--- config.mk ---
export PLATFORM = sky130hd
export DESIGN_NAME = cal_engine
export DESIGN_NICKNAME = d
export VERILOG_FILES = /design/src/rtl/cal_pkg.sv /design/src/rtl/cal_mac.sv /design/src/rtl/cal_engine.sv
export SDC_FILE = /design/constraint.sdc
export NUM_CORES = 2
export LEC_CHECK = 0
export ABC_CLOCK_PERIOD_IN_PS = 7500
export BUFFER_PORTS_ARGS = -buffer_cell sky130_fd_sc_hd__buf_2
export CORE_MARGIN = 4
export CORE_UTILIZATION = 55
export CTS_CLUSTER_SIZE = 12
export DETAILED_ROUTE_END_ITERATION = 6
export PLACE_DENSITY = 0.77
export SETUP_SLACK_MARGIN = 0.5
export SLEW_MARGIN = 5
export SYNTH_ARGS = -nofsm -noshare
export SYNTH_HDL_FRONTEND = slang
export SYNTH_SLANG_ARGS = --single-unit
--- constraint.sdc ---
create_clock -name clk -period 7.5 [get_ports clk]
set_input_delay 0.375 -clock clk [delete_from_list [all_inputs] [get_ports clk]]
set_output_delay 0.375 -clock clk [all_outputs]
set_load 0.005 [all_outputs]
--- src/rtl/cal_pkg.sv ---
// Shared types and helpers for the per-channel offset/gain calibration engine.
package cal_pkg;

    typedef enum logic [2:0] {
        ST_IDLE,
        ST_LOAD,
        ST_MUL,
        ST_STORE,
        ST_COMMIT
    } state_e;

    function automatic int unsigned unity_gain(input int unsigned frac);
        return 32'd1 << frac;
    endfunction

    // Clamp a signed value into the range of a w-bit two's-complement word.
    function automatic logic signed [63:0] sat_s(input logic signed [63:0] v,
                                                 input int unsigned        w);
        logic signed [63:0] hi;
        logic signed [63:0] lo;
        hi = (64'sd1 <<< (w - 1)) - 64'sd1;
        lo = -(64'sd1 <<< (w - 1));
        if (v > hi) return hi;
        if (v < lo) return lo;
        return v;
    endfunction

endpackage

--- src/rtl/cal_mac.sv ---
// Registered calibration datapath: operands latched in LOAD, product latched in MUL,
// shift and saturation resolved combinationally for the STORE cycle.
module cal_mac
    import cal_pkg::*;
#(
    parameter int W         = 16,
    parameter int GAIN_W    = 16,
    parameter int GAIN_FRAC = 14
) (
    input  logic              clk,
    input  logic              rst,
    input  logic              load_i,
    input  logic              mul_i,
    input  logic [W-1:0]      x_i,
    input  logic [W-1:0]      offset_i,
    input  logic [GAIN_W-1:0] gain_i,
    output logic [W-1:0]      res_o,
    output logic              sat_o
);

    localparam int PW = W + 1 + GAIN_W;

    logic signed [W-1:0]      x_q;
    logic signed [W-1:0]      off_q;
    logic signed [GAIN_W-1:0] gain_q;
    logic signed [PW-1:0]     p_q;

    logic signed [W:0]        diff;
    logic signed [PW-1:0]     p_d;
    logic signed [63:0]       r;
    logic signed [63:0]       r_sat;

    // NOTE: state is updated with <= so every register samples pre-edge values;
    // blocking assignments here would make the result depend on statement order.
    always_ff @(posedge clk or negedge rst) begin
        if (!rst) begin
            x_q    <= '0;
            off_q  <= '0;
            gain_q <= '0;
            p_q    <= '0;
        end else begin
            if (load_i) begin
                x_q    <= x_i;
                off_q  <= offset_i;
                gain_q <= gain_i;
            end
            if (mul_i) p_q <= p_d;
        end
    end

    always_comb begin
        diff  = {x_q[W-1], x_q} - {off_q[W-1], off_q};
        p_d   = PW'(diff) * PW'(gain_q);
        r     = 64'(p_q >>> GAIN_FRAC);
        r_sat = sat_s(r, W);
        res_o = r_sat[W-1:0];
        sat_o = (r_sat != r);
    end

endmodule

--- src/rtl/cal_engine.sv ---
// Frame-based calibration engine: snapshots all channels on a sample_clk rising edge,
// applies (x - offset) * gain per channel through cal_mac, then commits atomically.
module cal_engine
    import cal_pkg::*;
#(
    parameter int              W         = 16,
    parameter int              N_CH      = 8,
    parameter int              GAIN_W    = 16,
    parameter int              GAIN_FRAC = 14,
    parameter logic [N_CH-1:0] MUTE_MASK = '0,
    localparam int             AW        = $clog2(N_CH),
    localparam int             DW        = (W > GAIN_W) ? W : GAIN_W
) (
    input  logic              clk,
    input  logic              rst,
    input  logic              sample_clk,
    input  logic [N_CH*W-1:0] in_flat,
    input  logic [N_CH-1:0]   jack,
    input  logic              cal_we,
    input  logic [AW-1:0]     cal_addr,
    input  logic              cal_sel,
    input  logic [DW-1:0]     cal_wdata,
    output logic [N_CH*W-1:0] out_flat,
    output logic              busy,
    output logic              done,
    output logic [N_CH-1:0]   clip,
    output logic              overrun
);

    state_e            state_q, state_d;
    logic [AW-1:0]     ch_q, ch_d;
    logic              sc_q;
    logic              rise;

    logic [W-1:0]      x_snap_q   [N_CH];
    logic [N_CH-1:0]   jack_snap_q;
    logic [W-1:0]      offset_q   [N_CH];
    logic [GAIN_W-1:0] gain_q     [N_CH];
    logic [W-1:0]      shadow_q   [N_CH];
    logic [N_CH*W-1:0] out_q;
    logic              done_q;
    logic [N_CH-1:0]   clip_q;
    logic              overrun_q;

    logic [W-1:0]      mac_res;
    logic              mac_sat;
    logic              muted;

    assign rise  = sample_clk & ~sc_q;
    assign muted = MUTE_MASK[ch_q] & ~jack_snap_q[ch_q];

    always_ff @(posedge clk or negedge rst) begin
        if (!rst) begin
            state_q <= ST_IDLE;
            ch_q    <= '0;
        end else begin
            state_q <= state_d;
            ch_q    <= ch_d;
        end
    end

    // NOTE: every output of this block gets a default first, so no path leaves
    // it unassigned and no latch is inferred.
    always_comb begin
        state_d = state_q;
        ch_d    = ch_q;
        unique case (state_q)
            ST_IDLE: begin
                if (rise) begin
                    state_d = ST_LOAD;
                    ch_d    = '0;
                end
            end
            ST_LOAD:  state_d = ST_MUL;
            ST_MUL:   state_d = ST_STORE;
            ST_STORE: begin
                if (ch_q == AW'(N_CH - 1)) begin
                    state_d = ST_COMMIT;
                end else begin
                    state_d = ST_LOAD;
                    ch_d    = ch_q + AW'(1);
                end
            end
            ST_COMMIT: state_d = ST_IDLE;
            default:   state_d = ST_IDLE;
        endcase
    end

    // NOTE: the sample and coefficient arrays are cleared in reset because their
    // contents are visible afterwards through out_flat and the next frame's results.
    always_ff @(posedge clk or negedge rst) begin
        if (!rst) begin
            sc_q        <= 1'b0;
            jack_snap_q <= '0;
            clip_q      <= '0;
            overrun_q   <= 1'b0;
            done_q      <= 1'b0;
            out_q       <= '0;
            for (int k = 0; k < N_CH; k++) begin
                x_snap_q[k] <= '0;
                shadow_q[k] <= '0;
            end
        end else begin
            sc_q   <= sample_clk;
            done_q <= (state_q == ST_COMMIT);
            if (rise && state_q != ST_IDLE) overrun_q <= 1'b1;
            if (rise && state_q == ST_IDLE) begin
                for (int k = 0; k < N_CH; k++) x_snap_q[k] <= in_flat[k*W +: W];
                jack_snap_q <= jack;
            end
            if (state_q == ST_STORE) begin
                shadow_q[ch_q] <= muted ? '0 : mac_res;
                if (mac_sat && !muted) clip_q[ch_q] <= 1'b1;
            end
            if (state_q == ST_COMMIT) begin
                for (int k = 0; k < N_CH; k++) out_q[k*W +: W] <= shadow_q[k];
            end
        end
    end

    // A write coinciding with LOAD of the same channel lands after LOAD has sampled.
    always_ff @(posedge clk or negedge rst) begin
        if (!rst) begin
            for (int k = 0; k < N_CH; k++) begin
                offset_q[k] <= '0;
                gain_q[k]   <= GAIN_W'(unity_gain(GAIN_FRAC));
            end
        end else if (cal_we && (int'(cal_addr) < N_CH)) begin
            if (cal_sel) gain_q[cal_addr]   <= cal_wdata[GAIN_W-1:0];
            else         offset_q[cal_addr] <= cal_wdata[W-1:0];
        end
    end

    cal_mac #(
        .W         (W),
        .GAIN_W    (GAIN_W),
        .GAIN_FRAC (GAIN_FRAC)
    ) u_mac (
        .clk      (clk),
        .rst      (rst),
        .load_i   (state_q == ST_LOAD),
        .mul_i    (state_q == ST_MUL),
        .x_i      (x_snap_q[ch_q]),
        .offset_i (offset_q[ch_q]),
        .gain_i   (gain_q[ch_q]),
        .res_o    (mac_res),
        .sat_o    (mac_sat)
    );

    assign out_flat = out_q;
    assign busy     = (state_q != ST_IDLE);
    assign done     = done_q;
    assign clip     = clip_q;
    assign overrun  = overrun_q;

endmodule

Yosys cells after proc, flatten, opt, wreduce, memory -nomap -nowiden. Memory sizes are Yosys's and may differ from the RTL's. Cells that the tools add are included.

Div/mod/pow operators: 0. Add/subtract/negate cells: 2. Eq/ne operators: 8. Multipliers: 1. Reductions and logical operators: 14. Shift-type cells: 0. Bitwise operators: 8. Mux-type cells: 35. Order comparisons: 8.

Operator list (count): bitwise mux 128 bit (3); two-way mux 64 bit (4); binary-select mux 16 bit (select 3 bit) (3); two-way mux 16 bit (9); demux 16 bit (select 3 bit) (2); inequality test 64 x 19 -> 1 bit (1); multiplier 17 x 16 -> 33 bit (1); > comparator 19 x 16 -> 1 bit, second input constant (1); less-than comparator 19 x 16 -> 1 bit, second input constant (1); subtractor 16 x 16 -> 17 bit (1); two-way mux 3 bit (4); case mux 3 bit (4 select lines) (1); >= comparator 4 bit, second input constant (2); less-than comparator 4 x 1 -> 1 bit, second input constant (2); inverter 3 -> 4 bit (2); bitwise OR 8 bit (1); equality test 3 x 2 -> 1 bit, second input constant (2); equality test 3 bit, second input constant (2); logical AND 1 bit (6); two-way mux 1 bit (6); case mux 3 bit (2 select lines) (1); AND reduction 2 bit (3); less-than comparator 3 x 4 -> 1 bit, second input constant (1); inequality test 2 bit, second input constant (2); other kinds (12) (15).

Input port bits: 160. RAM bits: 0. Output and inout port bits: 139. Logic and storage cells: 121. Bits in registers: 746. Memories kept: 1. Bits in read-only memories: 8. Bits in latches: 0.

Memory list: (no name shown) (depth 8, width 1, read ports 1, clocked after Yosys merged registers in 0, wr ports 0, line cal_engine.sv:50) `assign muted = MUTE_MASK[ch_q] & ~jack_snap_q[ch_q];`.

Longest topological paths before layout.
Depth after elaboration: 8. Gate-level depth with buffers: 34. Gate-level depth less buffers: 33.

Hierarchy. Synthesis repeated with hierarchy kept, for this count alone.

Cell total of the unflattened synthesis: 3173. Area total of the unflattened synthesis: 40955.5 um^2.

By module, submodules not included: cal_engine (cells an instance 1741, seq. area each 16450.8 um^2, area an instance 27582.7 um^2, times used 1); cal_mac (cells an instance 1432, seq. area each 1676.6 um^2, area an instance 13372.8 um^2, times used 1).

Worst setup path after synthesis. No wires, ideal clock.

Path type: reg-to-reg. Start point: reg u_mac.x_q[0]. End point: reg u_mac.p_q[32]. Setup time: 0.070 ns. Setup slack: -0.025 ns. Path buffers: 1. Required time: 7.430 ns. Data arrival time: 7.455 ns. Clock period less this slack: 7.525 ns. Cell stages (with the launch flop): 31. Cell sequence: dfrtp_1 > inv_1 > ha_1 > inv_1 > fa_1 > a21o_1 > a21oi_1 > o21bai_1 > o221ai_1 > nand3_1 > nand3_1 > a22o_1 > buf_2 > nand2_1 > fa_1 > fa_1 > inv_1 > fa_1 > fa_1 > fa_1 > inv_1 > fa_1 > inv_1 > ha_1 > a21o_1 > a211oi_4 > a22oi_1 > nand2_2 > o2111ai_4 > or4_1 > nand3_1.

Longest elaborated chain between the ends: 2.

Ends and longest elaborated chain: start: declaration (line cal_mac.sv:23) `logic signed [W-1:0] x_q;`; start signal: assignment (line cal_mac.sv:43) `x_q <= x_i;`; subtractor 16 x 16 -> 17 bit (line cal_mac.sv:52) `diff = {x_q[W-1], x_q} - {off_q[W-1], off_q};`; multiplier 17 x 16 -> 33 bit (line cal_mac.sv:53) `p_d = PW'(diff) * PW'(gain_q);`; end signal: assignment (line cal_mac.sv:47) `if (mul_i) p_q <= p_d;`; end: declaration (line cal_mac.sv:26) `logic signed [PW-1:0] p_q;`.

No other way between the ends. A chain may end at the register's enable or synchronous reset.

Worst setup path after layout. Same ends and word-level chain as after synthesis.

==> impl_metrics.xml <==
<?xml version="1.0" encoding="UTF-8"?>
<metrics>
  <group name="global_routing">
    <metric name="global_route.usage.total" unit="">0.258</metric>
    <metric name="grt_first_pass_wirelength" unit="mm">159</metric>
    <metric name="antenna_found_initial" unit="">12</metric>
    <metric name="gr-total-overflow" unit="">0</metric>
    <metric name="grt_max_degree" unit="">193</metric>
    <metric name="vias_in_the_first_global_route" unit="">28700</metric>
  </group>
  <group name="worst_hold_path">
    <metric name="timing.hold.worst_endpoint" unit="">x_snap_q[7]</metric>
    <metric name="hp-start" unit="">in_flat[119]</metric>
    <metric name="min_delay_path_depth" unit="">2</metric>
    <metric name="worst_hold_path_type" unit="">input pin to flip-flop</metric>
  </group>
  <group name="cts">
    <metric name="cts_tree" unit="">built</metric>
    <metric name="cts_root_buffer" unit="">clkbuf_16</metric>
    <metric name="clkLatencyLatePin" unit="ps">650</metric>
    <metric name="cts-buffers-inserted" unit="">76</metric>
    <metric name="tritoncts_num_sinks" unit="">724</metric>
    <metric name="clock_tree.buffer_depth" unit="">3</metric>
    <metric name="clk_pin_slew_worst_paths" unit="ps">60</metric>
    <metric name="cts-htree-levels" unit="">3</metric>
  </group>
  <group name="critical_path">
    <metric name="cp_top_family" unit="">adder cells</metric>
    <metric name="required" unit="ps">8060</metric>
    <metric name="reg2reg_depth" unit="">33</metric>
    <metric name="critical_path_arrival" unit="ps">8050</metric>
    <metric name="regToRegStartpoint" unit="">u_mac.x_q[0]</metric>
    <metric name="worst_r2r_endpoint" unit="">u_mac.p_q[32]</metric>
    <metric name="critical-path-slowest-cell" unit="">fa_1</metric>
    <metric name="crit_path_max_incr_delay" unit="ps">550</metric>
    <metric name="r2r_setup_slack" unit="ps">9</metric>
    <metric name="endpoint_kind" unit="">flip-flop</metric>
    <metric name="timing.critical_path.from_type" unit="">flip-flop</metric>
    <metric name="worst-setup-path-type" unit="">flip-flop to flip-flop</metric>
    <metric name="worst-path-buf-inv" unit="">8</metric>
    <metric name="worst-path-max-fanout" unit="">4</metric>
  </group>
  <group name="die">
    <metric name="io-pin-count" unit="">299</metric>
    <metric name="initial_utilization" unit="">0.554</metric>
    <metric name="rows" unit="">99</metric>
    <metric name="coreArea" unit="sq um">72800</metric>
    <metric name="die_x" unit="microns">279</metric>
    <metric name="floorplan.die.height" unit="microns">279</metric>
    <metric name="die-area" unit="sq um">77800</metric>
  </group>
  <group name="timing">
    <metric name="finalWorstPathRequiredPeriod" unit="ps">7490</metric>
    <metric name="finalClockSkew" unit="ps">60.0</metric>
    <metric name="worst_pin_slew" unit="ps">1220</metric>
    <metric name="finalHoldViolations" unit="">0</metric>
    <metric name="setup_viol_count_final" unit="">0</metric>
    <metric name="fmax" unit="MHz">133</metric>
    <metric name="grt_setup_unrepaired" unit="">true</metric>
    <metric name="final_worst_path_cycle_share" unit="">0.999</metric>
    <metric name="fin_ws" unit="ps">8.98</metric>
    <metric name="timing.slew.headroom" unit="">0.185</metric>
    <metric name="final-max-slew-violation-count" unit="">0</metric>
    <metric name="setup_tns" unit="ps">0</metric>
  </group>
  <group name="synth">
    <metric name="yosysTopAreaCell" unit="">dfrtp_1</metric>
    <metric name="postSynthNetCount" unit="">3783</metric>
    <metric name="post_synth_top_area_share" unit="">0.444</metric>
    <metric name="post_synth_instance_area" unit="sq um">40400</metric>
    <metric name="ys_seq_area_frac" unit="">0.449</metric>
    <metric name="ys_warn_count" unit="">0</metric>
    <metric name="synth_enable_flop_cells" unit="">0</metric>
    <metric name="ys.flop_type" unit="">dfrtp_1</metric>
    <metric name="synth_cell_type_count" unit="">65</metric>
    <metric name="ys_async_sr_fraction" unit="">1.00</metric>
    <metric name="yosys_register_bits" unit="">724</metric>
    <metric name="yosys.cell_count.top_type" unit="">dfrtp_1</metric>
    <metric name="synth.area.top_cells" unit="">dfrtp_1 (44%), mux2_2 (14%), fa_1 (14%), mux4_2 (5.4%), inv_1 (3.2%)</metric>
    <metric name="syn_avg_cell_area" unit="sq um">12.4</metric>
    <metric name="syn_inst" unit="">3247</metric>
    <metric name="yosys-top-cells-count" unit="">dfrtp_1 (716), mux2_2 (515), inv_1 (346), fa_1 (276), nand2_1 (276)</metric>
  </group>
  <group name="routing">
    <metric name="drt_first_iter_violations" unit="">1861</metric>
    <metric name="vias_per_cell" unit="">5.68</metric>
    <metric name="dr.pass1.iters" unit="">7</metric>
    <metric name="ant_nets" unit="">0</metric>
    <metric name="wl_per_cell" unit="microns">21.4</metric>
    <metric name="vias" unit="">26800</metric>
    <metric name="wl" unit="mm">101</metric>
    <metric name="remaining_drc_errors" unit="">0</metric>
  </group>
  <group name="placement">
    <metric name="dp_hpwl" unit="mm">65.1</metric>
    <metric name="pre_cts_slack" unit="ps">-395</metric>
    <metric name="finalWeightedCongestion" unit="">0.849</metric>
    <metric name="portBuffers" unit="">290</metric>
  </group>
  <group name="final_layout">
    <metric name="num-nets-final" unit="">4229</metric>
    <metric name="fillerInstances" unit="">5116</metric>
    <metric name="layout-drive-gt1-share" unit="">0.345</metric>
    <metric name="area_delta_synth_final" unit="%">18.9</metric>
  </group>
  <group name="job">
    <metric name="maxCapViolCount" unit="">0</metric>
  </group>
  <group name="status">
    <metric name="status" unit="">finished, final reports clean</metric>
  </group>
</metrics>
==> cell usage in the layout, fill, tap and decap left out, types with 16 or more instances in the layout <==
master and count:
dfrtp_1 713, mux2_2 515, inv_1 320, buf_2 289
nand2_1 261, fa_1 258, dlygate4sd3_1 127, nor2_1 118
and2_1 115, a21oi_1 107, o21ai_0 104, buf_4 98
mux4_2 96, ha_1 78, clkbuf_16 77, mux2i_1 48
clkbuf_1 28, inv_2 25, xnor2_1 24, o21ai_1 20
buf_6 19, fa_2 18, ha_4 18, nand3_1 17
nor2b_1 16
==> worst max-delay path by stage <==
| stage | startpoint | endpoint | slack [ps] | depth (start not counted) |
|---|---|---|---|---|
| after global placement | u_mac.x_q[0] | u_mac.p_q[24] | -220 | 32 |
| after CTS | u_mac.x_q[0] | u_mac.p_q[24] | 50 | 33 |
| after floorplan | u_mac.x_q[0] | u_mac.p_q[32] | 380 | 30 |
| after global routing | u_mac.x_q[0] | u_mac.p_q[32] | -250 | 34 |
| after detailed placement | u_mac.x_q[0] | u_mac.p_q[24] | -390 | 33 |
| final | u_mac.x_q[0] | u_mac.p_q[32] | 9 | 33 |
==> final cells by class <==
| type | count | area (sq um) | area share |
|---|---|---|---|
| timing repair buffer | 547 | 3950 | 0.0823 |
| tap | 959 | 1200 | 0.0250 |
| sequential | 724 | 18100 | 0.378 |
| antenna | 11 | 27.5 | 0.000574 |
| clock buffer | 114 | 2140 | 0.0447 |
| inverter | 346 | 1300 | 0.0271 |
| clock inverter | 13 | 251 | 0.00524 |
| multi-input combinational | 1998 | 21000 | 0.437 |
==> repair_timing <==
item / in CTS / in global routing
gates resized for setup: 97 / 77
cloned: 0 / 0
hold endpoints to repair: 206 / 0
setup endpoints to repair: 19 / 19
pin swaps: 69 / 58
buffers inserted: 19 / 11
hold buffers: 127 / 0
==> worst reg2reg max path, delay by kind of cell (launching register included) <==
family | cells | cell delay [ps]
buffers and inverters | 8 | 600
DFF | 1 | 380
adders and majority gates | 9 | 3710
and+or+nand+nor | 4 | 870
xor gates and xnor gates | 1 | 90
AOI/OAI and AO/OA | 11 | 1780
==> per-stage QoR <==
step	utilization	instance area, sq um	hold WS [ps]	cells
after floorplan	-	40500	79.4	3247
after global placement	0.595	43300	420	4417
after detailed placement	0.595	43300	424	4417
after CTS	0.653	47600	6.14	4690
after global routing	0.659	48000	17.2	4711
final	0.659	48000	33.7	4712
==> routing by layer <==
layer / vias to the layer above / global-route usage / share of wire
met4: 2 / 0.120 / 0.049
met3: 289 / 0.0371 / 0.053
met2: 930 / 0.451 / 0.52
met1: 13900 / 0.321 / 0.38
met5: - / 0 / 0.00013
li1: 11700 / - / -
==> cells by family after synthesis <==
| logic type | share of synthesized area |
|---|---|
| buf+inv | 0.0506 |
| xor+xnor | 0.00912 |
| mux | 0.209 |
| simple gates | 0.0708 |
| compound gates | 0.0431 |
| fa+ha+maj | 0.168 |
| flops | 0.449 |
==> sequential cells by signal, indices dropped and copies added (netlist names) <==
register,count
gain_q,128
u_mac.off_q,16
x_snap_q,128
offset_q,128
out_flat,128
u_mac.p_q,19
done,1
overrun,1
shadow_q,128
u_mac.x_q,16
clip,8
state_q,3
ch_q,3
u_mac.gain_q,16
sc_q,1
Power is not shown: default switching activity piles up to over one toggle a cycle in this logic, so the estimate is an artifact.
